===== config.mk =====
export PLATFORM = sky130hd
export DESIGN_NAME = mem_arbiter_flat
export DESIGN_NICKNAME = d
export VERILOG_FILES = /design/src/rtl/mem_arbiter_if.sv /design/src/rtl/mem_arbiter.sv /design/src/flat_wrapper.sv
export SDC_FILE = /design/constraint.sdc
export NUM_CORES = 1
export LEC_CHECK = 0
export CORE_AREA = 2 2 546 548
export CTS_CLUSTER_SIZE = 10
export DETAILED_ROUTE_END_ITERATION = 6
export DIE_AREA = 0 0 548 550
export PLACE_DENSITY = 0.3
export SLEW_MARGIN = 0
export SYNTH_ARGS = -nofsm -noshare
export SYNTH_HDL_FRONTEND = slang
export SYNTH_SLANG_ARGS = --single-unit

===== constraint.sdc =====
create_clock -name clk_i -period 2.1 [get_ports clk_i]
set_clock_uncertainty 0.1 [all_clocks]
set_input_delay 0.42 -clock clk_i [delete_from_list [all_inputs] [get_ports clk_i]]
set_output_delay 0.42 -clock clk_i [all_outputs]
set_load 0.05 [all_outputs]

===== src/rtl/mem_arbiter_if.sv =====
// Bundle of request-side, memory-side and status signals for mem_arbiter.
// The arbiter uses the slave modport; the environment (caches/memory) uses master.
interface mem_arbiter_if #(
  parameter int unsigned DATA_W = 256,
  parameter int unsigned ADDR_W = 32
);
  logic              req0_enable_i;
  logic              req0_write_i;
  logic [ADDR_W-1:0] req0_addr_i;
  logic [DATA_W-1:0] req0_data_i;
  logic              req0_ack_o;
  logic              req1_enable_i;
  logic              req1_write_i;
  logic [ADDR_W-1:0] req1_addr_i;
  logic [DATA_W-1:0] req1_data_i;
  logic              req1_ack_o;
  logic [DATA_W-1:0] rd_data_o;
  logic [DATA_W-1:0] mem_data_i;
  logic              mem_ack_i;
  logic [DATA_W-1:0] mem_data_o;
  logic [ADDR_W-1:0] mem_addr_o;
  logic              mem_enable_o;
  logic              mem_write_o;
  logic              busy_o;
  logic              timeout_o;

  modport slave (
    input  req0_enable_i, req0_write_i, req0_addr_i, req0_data_i,
    input  req1_enable_i, req1_write_i, req1_addr_i, req1_data_i,
    input  mem_data_i, mem_ack_i,
    output req0_ack_o, req1_ack_o, rd_data_o,
    output mem_data_o, mem_addr_o, mem_enable_o, mem_write_o,
    output busy_o, timeout_o
  );

  modport master (
    output req0_enable_i, req0_write_i, req0_addr_i, req0_data_i,
    output req1_enable_i, req1_write_i, req1_addr_i, req1_data_i,
    output mem_data_i, mem_ack_i,
    input  req0_ack_o, req1_ack_o, rd_data_o,
    input  mem_data_o, mem_addr_o, mem_enable_o, mem_write_o,
    input  busy_o, timeout_o
  );
endinterface


===== src/rtl/mem_arbiter.sv =====
// Round-robin arbiter sharing one memory line port between I-side refill (port 0)
// and dcache (port 1); holds the captured request until mem_ack_i, with a sticky watchdog.
module mem_arbiter #(
  parameter int unsigned DATA_W  = 256,
  parameter int unsigned ADDR_W  = 32,
  parameter int unsigned TIMEOUT = 64
) (
  input  logic          clk_i,
  input  logic          rst_i,
  mem_arbiter_if.slave  bus
);

  typedef enum logic [1:0] {IDLE, GRANT0, GRANT1} state_t;

  localparam int unsigned       CNT_W  = $clog2(TIMEOUT + 1);
  localparam logic [CNT_W-1:0]  TO_VAL = CNT_W'(TIMEOUT);

  state_t            state;
  logic              last_grant;
  logic [DATA_W-1:0] data_q;
  logic [ADDR_W-1:0] addr_q;
  logic              enable_q;
  logic              write_q;
  logic              busy_q;
  logic              timeout_q;
  logic [CNT_W-1:0]  wd_cnt;

  always_ff @(posedge clk_i or negedge rst_i) begin
    if (!rst_i) begin
      state      <= IDLE;
      last_grant <= 1'b1;
      data_q     <= '0;
      addr_q     <= '0;
      enable_q   <= 1'b0;
      write_q    <= 1'b0;
      busy_q     <= 1'b0;
      timeout_q  <= 1'b0;
      wd_cnt     <= '0;
    end else begin
      case (state)
        IDLE: begin
          // Port 0 wins unless port 1 alone requests or port 0 was granted last.
          if (bus.req0_enable_i && (!bus.req1_enable_i || last_grant)) begin
            state      <= GRANT0;
            last_grant <= 1'b0;
            write_q    <= bus.req0_write_i;
            addr_q     <= bus.req0_addr_i;
            data_q     <= bus.req0_data_i;
            enable_q   <= 1'b1;
            busy_q     <= 1'b1;
            wd_cnt     <= '0;
          end else if (bus.req1_enable_i) begin
            state      <= GRANT1;
            last_grant <= 1'b1;
            write_q    <= bus.req1_write_i;
            addr_q     <= bus.req1_addr_i;
            data_q     <= bus.req1_data_i;
            enable_q   <= 1'b1;
            busy_q     <= 1'b1;
            wd_cnt     <= '0;
          end
        end
        GRANT0, GRANT1: begin
          if (bus.mem_ack_i) begin
            state    <= IDLE;
            enable_q <= 1'b0;
            write_q  <= 1'b0;
            busy_q   <= 1'b0;
          end else if (wd_cnt != TO_VAL) begin
            wd_cnt <= wd_cnt + 1'b1;
            if (wd_cnt + 1'b1 == TO_VAL) timeout_q <= 1'b1;
          end
        end
        default: begin
          state    <= IDLE;
          enable_q <= 1'b0;
          write_q  <= 1'b0;
          busy_q   <= 1'b0;
        end
      endcase
    end
  end

  assign bus.req0_ack_o   = (state == GRANT0) && bus.mem_ack_i;
  assign bus.req1_ack_o   = (state == GRANT1) && bus.mem_ack_i;
  assign bus.rd_data_o    = bus.mem_data_i;
  assign bus.mem_data_o   = data_q;
  assign bus.mem_addr_o   = addr_q;
  assign bus.mem_enable_o = enable_q;
  assign bus.mem_write_o  = write_q;
  assign bus.busy_o       = busy_q;
  assign bus.timeout_o    = timeout_q;

endmodule


===== src/flat_wrapper.sv =====
// flat-port wrapper written by rule: the top's interface ports become plain ports
module mem_arbiter_flat 
#(
  parameter int unsigned DATA_W  = 256,
  parameter int unsigned ADDR_W  = 32,
  parameter int unsigned TIMEOUT = 64
)
  (clk_i, rst_i, bus_req0_enable_i, bus_req0_write_i, bus_req0_addr_i, bus_req0_data_i, bus_req1_enable_i, bus_req1_write_i, bus_req1_addr_i, bus_req1_data_i, bus_mem_data_i, bus_mem_ack_i, bus_req0_ack_o, bus_req1_ack_o, bus_rd_data_o, bus_mem_data_o, bus_mem_addr_o, bus_mem_enable_o, bus_mem_write_o, bus_busy_o, bus_timeout_o);
  mem_arbiter_if #(.DATA_W(DATA_W), .ADDR_W(ADDR_W)) bus_i ();
  input  logic clk_i;
  input  logic rst_i;
  input wire logic [$bits(bus_i.req0_enable_i)-1:0] bus_req0_enable_i;
  input wire logic [$bits(bus_i.req0_write_i)-1:0] bus_req0_write_i;
  input wire logic [$bits(bus_i.req0_addr_i)-1:0] bus_req0_addr_i;
  input wire logic [$bits(bus_i.req0_data_i)-1:0] bus_req0_data_i;
  input wire logic [$bits(bus_i.req1_enable_i)-1:0] bus_req1_enable_i;
  input wire logic [$bits(bus_i.req1_write_i)-1:0] bus_req1_write_i;
  input wire logic [$bits(bus_i.req1_addr_i)-1:0] bus_req1_addr_i;
  input wire logic [$bits(bus_i.req1_data_i)-1:0] bus_req1_data_i;
  input wire logic [$bits(bus_i.mem_data_i)-1:0] bus_mem_data_i;
  input wire logic [$bits(bus_i.mem_ack_i)-1:0] bus_mem_ack_i;
  output wire logic [$bits(bus_i.req0_ack_o)-1:0] bus_req0_ack_o;
  output wire logic [$bits(bus_i.req1_ack_o)-1:0] bus_req1_ack_o;
  output wire logic [$bits(bus_i.rd_data_o)-1:0] bus_rd_data_o;
  output wire logic [$bits(bus_i.mem_data_o)-1:0] bus_mem_data_o;
  output wire logic [$bits(bus_i.mem_addr_o)-1:0] bus_mem_addr_o;
  output wire logic [$bits(bus_i.mem_enable_o)-1:0] bus_mem_enable_o;
  output wire logic [$bits(bus_i.mem_write_o)-1:0] bus_mem_write_o;
  output wire logic [$bits(bus_i.busy_o)-1:0] bus_busy_o;
  output wire logic [$bits(bus_i.timeout_o)-1:0] bus_timeout_o;
  assign bus_i.req0_enable_i = bus_req0_enable_i;
  assign bus_i.req0_write_i = bus_req0_write_i;
  assign bus_i.req0_addr_i = bus_req0_addr_i;
  assign bus_i.req0_data_i = bus_req0_data_i;
  assign bus_i.req1_enable_i = bus_req1_enable_i;
  assign bus_i.req1_write_i = bus_req1_write_i;
  assign bus_i.req1_addr_i = bus_req1_addr_i;
  assign bus_i.req1_data_i = bus_req1_data_i;
  assign bus_i.mem_data_i = bus_mem_data_i;
  assign bus_i.mem_ack_i = bus_mem_ack_i;
  assign bus_req0_ack_o = bus_i.req0_ack_o;
  assign bus_req1_ack_o = bus_i.req1_ack_o;
  assign bus_rd_data_o = bus_i.rd_data_o;
  assign bus_mem_data_o = bus_i.mem_data_o;
  assign bus_mem_addr_o = bus_i.mem_addr_o;
  assign bus_mem_enable_o = bus_i.mem_enable_o;
  assign bus_mem_write_o = bus_i.mem_write_o;
  assign bus_busy_o = bus_i.busy_o;
  assign bus_timeout_o = bus_i.timeout_o;
  mem_arbiter #(.DATA_W(DATA_W), .ADDR_W(ADDR_W), .TIMEOUT(TIMEOUT)) u_core (.clk_i(clk_i), .rst_i(rst_i), .bus(bus_i));
endmodule

==> summary.md, run 1 <==
| Metric | Value |
|---|---|
| Post-Route WL | 153,000 um |
| Worst Hold Class | in -> async |
| I/O pin count | 1,389 |
| Flops & latches, synth | 301 |
| DRT Pass-1 Iters | 4 |
| Synth Area in Simple Gates | 8.12% |
| Ys async rst share | 100% |
| Fillers | 34,200 |
| Iteration-0 DRC Markers | 556 |
| R2r endpoint | u_core.bus.mem_data_o[33] |
| Core Area | 296,000 um2 |
| DR DRC count | 0 |
| Setup TNS | -0.0620 ns |
| Leakage | 12.3 nW |
| Mapped Area | 16,000 um2 |
| Final setup viols | 2 |
| GRT Util Overall | 9.83% |
| Initial antenna violation count | 160 |
| Die Width | 548 um |
| Layout area overhead | 88.7% |
| Die Y | 550 um |
| F_max | 467 MHz |
| Via count | 15,100 |
| Flop-to-flop setup slack | 0.08 ns |
| Reg2Reg Depth | 6 |
| Post-synthesis sequential area ratio | 47.1% |
| CTS Buf Count | 46 |
| Wire per inst | 24.0 um |
| Vias in the first global route | 15,600 |
| Post-Synthesis Cells | 1,622 |
| Clock-pin slew on the worst setup and hold paths | 0.05 ns |
| IO buf count | 876 |
| # rows | 200 |
| Routability cong. | 0.796 |
| Longest Clk Path Bufs | 3 |
| Synth Net Count | 2,467 |
| WHS | 0.234 ns |
| # clock sinks | 301 |
| CP startpoint | u_core.state[0] |
| Mux cell area share after synthesis | 18.1% |
| CTS tree | done |
| Critical Path AT | 1.62 ns |
| Ratio of cells with drive above 1 in the final layout | 22.4% |
| Min Tclk post-route | 2.14 ns |
| Post-layout worst setup margin | -0.0433 ns |
| Main combinational cell family by area after synthesis | multiplexers |
| Die Area | 301,000 um2 |
| Final Hold Viols | 0 |
| Slew at the pin closest to its max-slew limit | 0.699 ns |
| First-pass GRT wire length | 187,000 um |
| Crit-path max FO | 2 |
| Detail Route Antenna Nets | 0 |
| Dpl hpwl | 137,000 um |
| Number of flops mapped to enable cells by yosys | 0 |
| Worst setup EP type | output pin |
| Worst vdd ir | 0.729 mV |
| Post-synth cell types | 40 |
| Max-slew headroom | 53.2% |
| Pwr per Cell Area | 1500 nW/um2 |
| Complex-gate fraction of the synthesized area | 10.4% |
| Worst r2r src | u_core.last_grant |
| Starting Density | 5.42% |
| Primary FF master, synth | dfrtp_1 |
| Status | finished, violations left |
| Largest net degree at the start of global routing | 45 |
| Clk root buf | clkbuf_16 |
| Worst-skew pair later-pin latency | 0.66 ns |
| Final worst-path cycle share | 102% |
| Via/cell ratio | 2.38 |
| Total grt overflow | 0 |
| Failing checks | setup timing |
| Xor/xnor cell area share of the yosys netlist | 0.164% |
| Max_cap viols | 0 |
| Multi-input logic area | 6000 um2 |
| Crit path to | bus_req0_ack_o |
| Final Max Tran Viols | 0 |
| Area share of fa/ha/maj cells after synthesis | 0.469% |
| H-tree depth | 2 |
| RSZ-0062 raised after global routing | yes |
| Crit start category | register |
| Nets | 3,192 |
| CP required | 1.58 ns |
| Number of synthesis warnings | 0 |
| CP Class | reg -> out |
| Reg area | 7530 um2 |
| Synth Area per Inst | 9.87 um2 |
[registers in the layout (all words and copies together) (netlist names)]
register                flops
u_core.bus.mem_data_o     256
u_core.wd_cnt               7
u_core.bus.mem_addr_o      32
u_core.bus.mem_write_o      1
u_core.state                2
u_core.bus.timeout_o        1
u_core.last_grant           1
u_core.bus.busy_o           1
[cells in the final DEF, fill, tap and decap left out, drive strengths merged, types with 4 or more instances in the layout]
master,instances
buf,366
or3,4
nand2,294
clkinv,8
mux2i,289
inv,17
ha,6
o21ai,301
clkdlybuf4s50,581
nand3,11
clkbuf,68
diode,36
nor2,7
o211ai,4
dfrtp,300
a21oi,8
clkdlybuf4s15,86
[repair_timing]
action / CTS / global route
gates resized for setup: 264 / 1
setup endpoints to repair: 88 / 3
pin swaps: 1 / 0
setup buffers: 2 / 0
hold buffers: 2 / 0
hold endpoints to repair: 222 / 0
[report_power, final]
part	leakage, nW	switching (mW)	total (mW)	internal, mW
Combinational	7.85	18.7	26.9	8.16
Clock	0.703	3.37	7.80	4.42
Sequential	3.69	2.00	10.6	8.65
Total	12.3	24.1	45.3	21.2
[worst max-delay path, cell delays in order (launching register included)]
cell and delay [ns]:
dfrtp_1 0.39, buf_6 0.13, ha_4 0.16, and2_4 0.14, buf_12 0.14
[cell usage after synthesis, types with 6 or more instances]
library cell / n / share of area (%)
a21oi_1: 8 / 0.25
inv_1: 12 / 0.28
dfrtp_1: 300 / 47
nand2_1: 294 / 6.9
o21ai_1: 99 / 3.1
buf_4: 283 / 13
nand3_1: 11 / 0.34
mux2i_1: 289 / 18
buf_2: 36 / 1.1
o21ai_0: 201 / 6.3
nor2_1: 7 / 0.16
ha_1: 6 / 0.47
clkbuf_1: 34 / 0.80
[how the worst min path moves through the flow]
stage                          from  slack, ns  cells after the start                    endpoint
6_report                      rst_i       0.23                      3   u_core.bus.mem_addr_o[16]
5_1_grt                       rst_i       0.19                      3   u_core.bus.mem_addr_o[16]
4_1_cts        bus_req0_data_i[160]       0.14                      3  u_core.bus.mem_data_o[160]
3_5_place_dp                  rst_i       0.17                      1    u_core.bus.mem_addr_o[6]
3_3_place_gp                  rst_i       0.17                      1    u_core.bus.mem_addr_o[6]
2_1_floorplan                 rst_i       0.02                      0           u_core.bus.busy_o
[cells by family after synthesis]
| logic type | count (synthesis) |
|---|---|
| xor+xnor | 3 |
| flops | 301 |
| fa+ha+maj | 6 |
| buf+inv | 371 |
| mux | 289 |
| compound gates | 324 |
| simple gates | 328 |
[routing by layer]
| metal | global-route usage, % | part of all wire [%] |
|---|---|---|
| met3 | 5.37 | 12 |
| met1 | 11.2 | 40 |
| met5 | 0 | 0.35 |
| met2 | 15.1 | 43 |
| met4 | 4.15 | 5.1 |
[through the flow]
step	worst slack [ns]	std cells	area (um2)	utilization [%]	power, mW
finish	-0.0433	6357	30200	10.2	45.3
global placement	-0.453	6234	28500	9.64	38.7
CTS	-0.159	6321	30100	10.2	46.8
global route	-0.151	6325	30100	10.2	48.1
detailed placement	-0.496	6234	28500	9.64	38.7
floorplan	0.290	1622	16000	-	26.2
[final cells by class]
type | count | share of cell area, %
timing repair buffer | 1035 | 33.6
sequential | 301 | 24.9
multi-input combinational | 950 | 19.8
tap | 3939 | 16.3
clock buffer | 68 | 4.32
clock inverter | 15 | 0.472
antenna | 36 | 0.298
inverter | 13 | 0.162
(Power assumes the default switching activity.)
==> run 2: changes to the inputs <==
GPL_TIMING_DRIVEN = 0   (was not set)
==> run 2 against run 1 <==
The run still ends with setup timing left. Cell area rose by 21%. First-iteration DRC count up 30%. Sequential cell count unchanged. Worst hold slack got worse by 0.11 ns. Final cell count increased by 7.8%. Combinational power increased by 13%. Worst setup slack worse by 0.021 ns. Clock power is 16% higher. Global-route usage is 1.5 points higher. Via count rose by 16%. Critical path depth stayed put.
==> summary.md, run 2 (synthesis gave the netlist of run 1 again) <==
| Metric | Value |
|---|---|
| CTS tree | done |
| Routability cong. | 0.809 |
| Placed insts | 6,696 |
| Layout area overhead | 129% |
| Die Y | 550 um |
| Min Tclk post-route | 2.16 ns |
| Total grt overflow | 0 |
| Initial antenna violation count | 199 |
| Stages on worst setup path | 4 |
| Crit start category | register |
| Setup WS pre-CTS | -2.22 ns |
| Wire per inst | 25.8 um |
| Worst setup EP type | output pin |
| Largest net degree at the start of global routing | 93 |
| Longest Clk Path Bufs | 3 |
| Multi-input logic area | 7310 um2 |
| Vias in the first global route | 17,900 |
| Detail Route Antenna Nets | 0 |
| Iteration-0 DRC Markers | 722 |
| Max_cap viols | 0 |
| Max reg flops | 256 |
| CP max stage delay | 0.39 ns |
| Via/cell ratio | 2.57 |
| DR DRC count | 0 |
| Final Max Tran Viols | 0 |
| Most common cell after layout, fill and taps aside | clkdlybuf4s50_1 |
| Hold Crit Depth | 4 |
| CP cell instances | inv_2 -> ha_1 -> and2_4 -> buf_12 |
| Failing checks | setup timing |
| Worst-skew pair later-pin latency | 0.69 ns |
| CP required | 1.58 ns |
| Worst Hold Class | in -> reg |
| Post-layout worst setup margin | -0.0643 ns |
| Max-slew headroom | 42.8% |
| Starting Density | 5.42% |
| DRT Pass-1 Iters | 5 |
| H-tree depth | 2 |
| Post-Route WL | 177,000 um |
| Clk root buf | clkbuf_16 |
| Pwr per Cell Area | 1360 nW/um2 |
| Die Area | 301,000 um2 |
| Critical Path AT | 1.64 ns |
| Final setup viols | 2 |
| CP Class | reg -> out |
| Final worst-path cycle share | 103% |
| Final Hold Viols | 0 |
| Crit-path max FO | 3 |
| # rows | 200 |
| # clock sinks | 301 |
| Fin area | 36,600 um2 |
| WHS | 0.120 ns |
| GRT Util Overall | 11.3% |
| Leakage | 14.4 nW |
| Bufs and invs on worst path | 2 |
| Worst vdd ir | 0.585 mV |
| Die Width | 548 um |
| Status | finished, violations left |
| F_max | 462 MHz |
| Slew at the pin closest to its max-slew limit | 0.856 ns |
| Reg area | 7540 um2 |
| CTS Buf Count | 48 |
| CP delay by family, top | flip-flops |
| Slowest CP cell | dfrtp_1 |
| Most frequent cells in the layout | 835 x clkdlybuf4s50_1, 298 x dfrtp_1, 296 x buf_4 |
| Dpl cell area | 32,400 um2 |
| IO buf count | 1,130 |
| Nets | 3,693 |
| Via count | 17,600 |
| Core Area | 296,000 um2 |
| Finished Layout Cells | 6,853 |
| Reg2Reg Depth | 7 |
| Dpl hpwl | 154,000 um |
| RSZ-0062 raised after global routing | yes |
| Fillers | 33,700 |
| First-pass GRT wire length | 215,000 um |
| Ratio of cells with drive above 1 in the final layout | 31.7% |
| I/O pin count | 1,389 |
| Clock-pin slew on the worst setup and hold paths | 0.06 ns |
[run 2: cell count changes in the layout (fill, tap and decap cells not counted), moves of 19 or more]
cell / before / now
buf_12: 48 / 27
buf_2: 0 / 76
buf_4: 316 / 296
clkdlybuf4s15_2: 86 / 201
clkdlybuf4s50_1: 581 / 835
mux2i_1: 289 / 177
mux2i_4: 0 / 96
o21ai_0: 201 / 182
[run 2: worst paths after layout]
kind,startpoint,end,slack (ns)
min,bus_req1_enable_i,u_core.wd_cnt[0],0.12
min in group asynchronous,rst_i,u_core.bus.mem_addr_o[6],0.15
min reg2reg,u_core.bus.mem_addr_o[29],u_core.bus.mem_addr_o[29],0.38
max,u_core.state[0],bus_req1_ack_o,-0.06
max in group asynchronous,rst_i,u_core.bus.mem_data_o[116],0.28
max reg2reg,u_core.last_grant,u_core.bus.mem_data_o[149],0.01
[run 2: power breakdown]
part	switching [mW]	internal (mW)	total, mW
clock network	3.63	5.38	9.01
registers	1.79	8.64	10.4
logic	20.8	9.57	30.4
[run 2: tightest hold or removal path, stage by stage]
cell	delay, ns
buf_4	0.13
nor2_1	0.08
o31ai_1	0.20
nor2_1	0.04
[run 2: repair_timing]
| action | CTS | global route |
|---|---|---|
| hold endpoints to repair | 71 | 0 |
| pin swaps | 2 | 3 |
| endpoints found under the setup margin | 587 | 230 |
| gates cloned | 8 | 4 |
| gates resized for setup | 1473 | 60 |
| buffers inserted | 18 | 18 |
| hold buffers | 3 | 0 |
[run 2: layer usage]
metal	vias up	global-route usage (%)	share of wire (%)
met4	78	2.64	2.6
met5	-	0	0.28
met2	1226	18.8	47
li1	7766	-	-
met1	8244	13.2	40
met3	328	5.09	10
[run 2: layout make-up]
type,count,area share (%)
Clock buffer,69,3.86
Antenna cell,29,0.198
Inverter,13,0.133
Sequential cell,301,20.6
Tap cell,3939,13.5
Buffer,354,8.36
Clock inverter,18,0.714
Timing Repair Buffer,1180,32.7
Multi-Input combinational cell,950,20.0
[run 2: metrics by stage]
step	TNS (ns)	util [%]	power [mW]
after floorplan	0	-	26.2
after global placement	-5364.18	10.9	39.8
after detailed placement	-350.67	11.0	39.9
after CTS	-1.97	12.3	51.2
after global routing	-0.812	12.4	52.5
final	-0.119	12.4	49.8
